File: config.mk
export PLATFORM = sky130hd
export DESIGN_NAME = mem_port_sequencer
export DESIGN_NICKNAME = d
export VERILOG_FILES = /design/src/rtl/mem_port_sequencer.sv
export SDC_FILE = /design/constraint.sdc
export NUM_CORES = 1
export LEC_CHECK = 0
export CAP_MARGIN = 20
export CORE_MARGIN = 3
export CORE_UTILIZATION = 44
export DETAILED_ROUTE_END_ITERATION = 16
export HOLD_SLACK_MARGIN = 0.02
export PLACE_DENSITY = 0.84
export REMOVE_ABC_BUFFERS = 1
export SYNTH_ARGS = -nofsm -noshare
export SYNTH_HDL_FRONTEND = slang
export SYNTH_SLANG_ARGS = --single-unit
File: constraint.sdc
create_clock -name clk -period 4.56 [get_ports clk]
set_clock_uncertainty 0.15 [all_clocks]
set_input_delay 0.912 -clock clk [delete_from_list [all_inputs] [get_ports clk]]
set_output_delay 0.912 -clock clk [all_outputs]
set_load 0.01 [all_outputs]
File: src/rtl/mem_port_sequencer.sv
// Memory port sequencer: shares one single-port RAM between the core's
// instruction-fetch and load/store ports, stepping the core via c_halt.
//
// Ports:
//   clk, res        clock, asynchronous active-low reset
//   dbg_halt        external halt request, honoured only while in GO
//   c_in_addr       core instruction address
//   c_in_data       registered instruction word to core
//   c_address       core data address
//   c_data_out      core store data
//   c_data_in       registered load data to core
//   c_write_e       core store request (wins over c_read_e)
//   c_read_e        core load request
//   c_be            core byte enables
//   c_halt          halt to core, low for one cycle per completed step
//   m_req/m_we      registered memory request / write strobe
//   m_addr/m_wdata  registered memory address / write data
//   m_be            registered memory byte enables
//   m_rdata/m_ack   memory read data and one-cycle completion strobe
//   err             sticky watchdog timeout flag
module mem_port_sequencer #(
    parameter int unsigned TIMEOUT  = 16,
    parameter logic [31:0] NOP_INSN = 32'h0000_0013
) (
    input  logic        clk,
    input  logic        res,
    input  logic        dbg_halt,
    input  logic [31:0] c_in_addr,
    output logic [31:0] c_in_data,
    input  logic [31:0] c_address,
    input  logic [31:0] c_data_out,
    output logic [31:0] c_data_in,
    input  logic        c_write_e,
    input  logic        c_read_e,
    input  logic [3:0]  c_be,
    output logic        c_halt,
    output logic        m_req,
    output logic        m_we,
    output logic [31:0] m_addr,
    output logic [31:0] m_wdata,
    output logic [3:0]  m_be,
    input  logic [31:0] m_rdata,
    input  logic        m_ack,
    output logic        err
);

    typedef enum logic [1:0] {IDLE, DATA, INST, GO} state_t;

    localparam logic [7:0] LAST = 8'(TIMEOUT - 1);

    state_t      state;
    logic [31:0] l_iaddr;
    logic        l_read;
    logic [7:0]  cnt;

    // Release is the only output that must react to dbg_halt in the
    // same cycle, so it is decoded from the registered state.
    assign c_halt = !(state == GO && !dbg_halt);

    always_ff @(posedge clk or negedge res) begin
        if (!res) begin
            state     <= IDLE;
            l_iaddr   <= '0;
            l_read    <= 1'b0;
            cnt       <= '0;
            m_req     <= 1'b0;
            m_we      <= 1'b0;
            m_addr    <= '0;
            m_wdata   <= '0;
            m_be      <= '0;
            c_in_data <= NOP_INSN;
            c_data_in <= '0;
            err       <= 1'b0;
        end else begin
            unique case (state)
                IDLE: begin
                    l_iaddr <= c_in_addr;
                    // A combined read+write is performed as a write only.
                    l_read  <= c_read_e & ~c_write_e;
                    cnt     <= '0;
                    m_req   <= 1'b1;
                    if (c_write_e || c_read_e) begin
                        state   <= DATA;
                        m_we    <= c_write_e;
                        m_addr  <= c_address;
                        m_wdata <= c_data_out;
                        m_be    <= c_be;
                    end else begin
                        state  <= INST;
                        m_we   <= 1'b0;
                        m_addr <= c_in_addr;
                        m_be   <= 4'b1111;
                    end
                end
                DATA: begin
                    // An ack in the final watchdog cycle still wins.
                    if (m_ack || cnt == LAST) begin
                        if (m_ack) begin
                            if (l_read) c_data_in <= m_rdata;
                        end else begin
                            c_data_in <= '0;
                            err       <= 1'b1;
                        end
                        state  <= INST;
                        cnt    <= '0;
                        m_we   <= 1'b0;
                        m_addr <= l_iaddr;
                        m_be   <= 4'b1111;
                    end else begin
                        cnt <= cnt + 8'd1;
                    end
                end
                INST: begin
                    if (m_ack || cnt == LAST) begin
                        if (m_ack) begin
                            c_in_data <= m_rdata;
                        end else begin
                            c_in_data <= NOP_INSN;
                            err       <= 1'b1;
                        end
                        state <= GO;
                        m_req <= 1'b0;
                        m_we  <= 1'b0;
                        m_be  <= '0;
                    end else begin
                        cnt <= cnt + 8'd1;
                    end
                end
                GO: begin
                    if (!dbg_halt) state <= IDLE;
                end
                default: state <= IDLE;
            endcase
        end
    end

endmodule

==> flow_summary.ini <==
[global_routing]
antenna_found_initial = 0
grt_pass1_wl_mm = 29.99
grt_overflow = 0
grtUsageTotal_pct = 20.21
grt_pass1_vias = 5780
grt_max_degree = 102

[layout]
syn_to_final_growth_pct = 46.49
stdcell_count = 1062
final_core_util_pct = 66.43
drive_gt1_share_pct = 19.24
antennaDiodeCount = 0
finalNetCount = 973

[timing]
drv_slew = 0
rsz0062_at_grt = false
finalWorstSetupSlack_ns = 1.452
finalSetupViolations = 0
maxSlewHeadroom_pct = 27.45
period_needed_ns = 3.108
fmax_mhz = 321.7
finalSetupTns_ns = 0
worstMarginPinSlew_ns = 1.085
min_period_over_period_pct = 68.16
hold_violations = 0

[power_and_ir_drop]
p_leak_nw = 4.710
p_int_mw = 5.353
p_switching_mw = 2.624
switching_share_pct = 32.89
power.density_mw_per_mm2 = 716.5
seq_power_share_pct = 34.7
finalPower_mw = 7.976
p_comb_share_pct = 46.5
ir_drop_mv = 0.4084
clkPwrFrac_pct = 18.8

[clock_network]
cts_hold_buf = 0
cts.sinks = 178
post-cts-setup-buffer-count = 0
clk_pin_slew_ns = 0.07
cts_tree = done
insertion_delay_ns = 0.42
cts_resized = 0
root_buffer = clkbuf_16
cts_inserted_buffers = 17
htree_levels = 4
clockBufferDepth = 2

[die]
rows = 47
start_util_pct = 45.35
die_h_um = 137.4
pin_count = 274
die_w_um = 137.4
die_area_sq_mm = 0.01889
core_area_sq_mm = 0.01676

[setup_path]
crit_top_cell = clkdlybuf4s50_1
critPathSlowestCell = clkdlybuf4s50_1
critPathMaxStageDelay_ns = 0.53
worstPathRequired_ns = 3.50
worst-path-max-fanout = 2
start_kind = input port
cp_num_buf_inv = 2
crit_type = in2out
reg2reg_from = cnt[0]$_DFFE_PN0P_
path_delay_family = buffers and inverters
end_kind = output pin
cp.arrival_ns = 2.05
crit_chain = clkdlybuf4s50_1 -> nand2b_1 -> clkdlybuf4s50_1
crit_start = dbg_halt

[synthesis]
ys_types = 48
ys_seq_area_share_pct = 58.66
synth_warnings = 0
syn_area_sq_mm = 0.007600
ys_seq_elements = 178
synth-edff-count = 0
syn_inst = 566
postSynthAreaPerCell_sq_um = 13.43
ys_dominant_reg_cell = dfrtp_1
async_flop_share_pct = 100.0

[outcome]
outcome = finished, final reports clean

[routing]
first_pass_iters = 4
vias = 5536
vias_per_cell = 5.213
ant_nets = 0
drc = 0
drt_iter0_drc = 349
wl_per_cell_um = 18.36
drt_wl_total_mm = 19.50

[hold_path]
hold_start = err$_DFFE_PN0P_
hp-class = reg2reg

[placed_design]
port_buffers = 273
place_ws_ns = 1.430
place_congestion = 0.8069
post-dp-hpwl_mm = 13.67
dpl.cell_count = 1030

[flow_run]
drv_cap = 0
-- per-layer routing --
| metal | GRT usage (%) | vias to the layer above | share of wire [%] |
|---|---|---|---|
| li1 | - | 2599 | - |
| met1 | 25.36 | 2758 | 40 |
| met2 | 35.20 | 160 | 52 |
| met3 | 4.273 | 19 | 5.9 |
| met4 | 5.820 | 0 | 1.5 |
| met5 | 0 | - | 0 |
-- state kept, by name, indices dropped and copies added, names as in the netlist --
register / cells
c_in_data: 32
m_we: 1
m_addr: 32
m_be: 4
cnt: 8
err: 1
m_req: 1
l_read: 1
c_data_in: 32
state: 2
m_wdata: 32
l_iaddr: 32
-- through the flow --
stage,hold slack [ns],cell area [sq um]
finish,0.3213,11130
global route,0.3429,11130
CTS,0.3305,11130
detailed placement,0.3088,10510
global placement,0.3055,10510
floorplan,0.3307,7392
-- synth_stat cells (3+ instances only) --
library cell / instances / area [sq um]
dfrtp_1: 175 / 4379
mux2_2: 95 / 1070
a22o_1: 61 / 534.3
nand2_1: 46 / 172.7
mux2i_1: 36 / 360.4
o21ai_0: 36 / 180.2
clkbuf_1: 20 / 75.07
buf_2: 10 / 50.05
inv_1: 7 / 26.28
buf_6: 6 / 67.56
ha_1: 6 / 75.07
mux2_4: 5 / 75.07
nand3_1: 5 / 25.02
nor2_1: 5 / 18.77
o22ai_1: 4 / 25.02
o31a_1: 4 / 35.03
and2_1: 3 / 18.77
dfstp_2: 3 / 78.83
nand2b_1: 3 / 18.77
o22a_1: 3 / 26.28
-- placed cells by master (no fill, tap or decap), types with 3 or more instances in the layout --
| master | n |
|---|---|
| a22o_1 | 61 |
| and2_1 | 3 |
| buf_4 | 9 |
| clkbuf_16 | 17 |
| clkdlybuf4s50_1 | 272 |
| clkinv_8 | 5 |
| dfrtp_1 | 175 |
| dfstp_2 | 3 |
| ha_1 | 4 |
| inv_1 | 7 |
| inv_6 | 4 |
| inv_8 | 3 |
| mux2_2 | 95 |
| mux2_4 | 5 |
| mux2i_1 | 36 |
| nand2_1 | 46 |
| nand2b_1 | 3 |
| nand3_1 | 5 |
| nor2_1 | 4 |
| o21ai_0 | 36 |
| o22a_1 | 3 |
| o22ai_1 | 4 |
| o31a_1 | 4 |
-- power by group through the flow --
stage | logic (mW) | registers [mW] | clock network (mW)
after floorplan | 1.67 | 3.01 | 0
after global placement | 3.66 | 2.75 | 0
after detailed placement | 3.75 | 2.79 | 0
after CTS | 3.76 | 2.77 | 1.53
after global routing | 3.98 | 2.87 | 1.60
final | 3.71 | 2.77 | 1.50
-- final timing paths --
kind	endpoint	slack [ns]	cells past startpoint
min in group asynchronous	c_in_data[9]$_DFFE_PN0P_	0.45	1
hold / removal	err$_DFFE_PN0P_	0.32	1
max in group asynchronous	c_in_data[1]$_DFFE_PN1P_	2.82	2
hold reg to reg	err$_DFFE_PN0P_	0.32	1
setup reg to reg	m_addr[5]$_DFFE_PN0P_	2.13	5
setup / recovery	c_halt	1.45	3
-- final cells by class --
cell class | count | area, sq um
clock buffers | 18 | 439.2
clock inverters | 14 | 188.9
fillers | 1322 | 5627
inverters | 7 | 26.28
multi-input cells | 342 | 2924
flip-flops and latches | 178 | 4458
well taps | 220 | 275.3
repair buffers | 283 | 2821
-- logic make-up (layout without fill, tap and decap cells) --
kind of cell    after synthesis  in the layout  synth area share (%)
buf+inv                      46            322                 3.079
simple gates                 73             73                 4.561
compound gates              126            126                 12.76
mux                         137            137                 19.95
fa+ha+maj                     6              6                0.9878
flops                       178            178                 58.66
No activity file was read; power rests on OpenSTA's default activity.
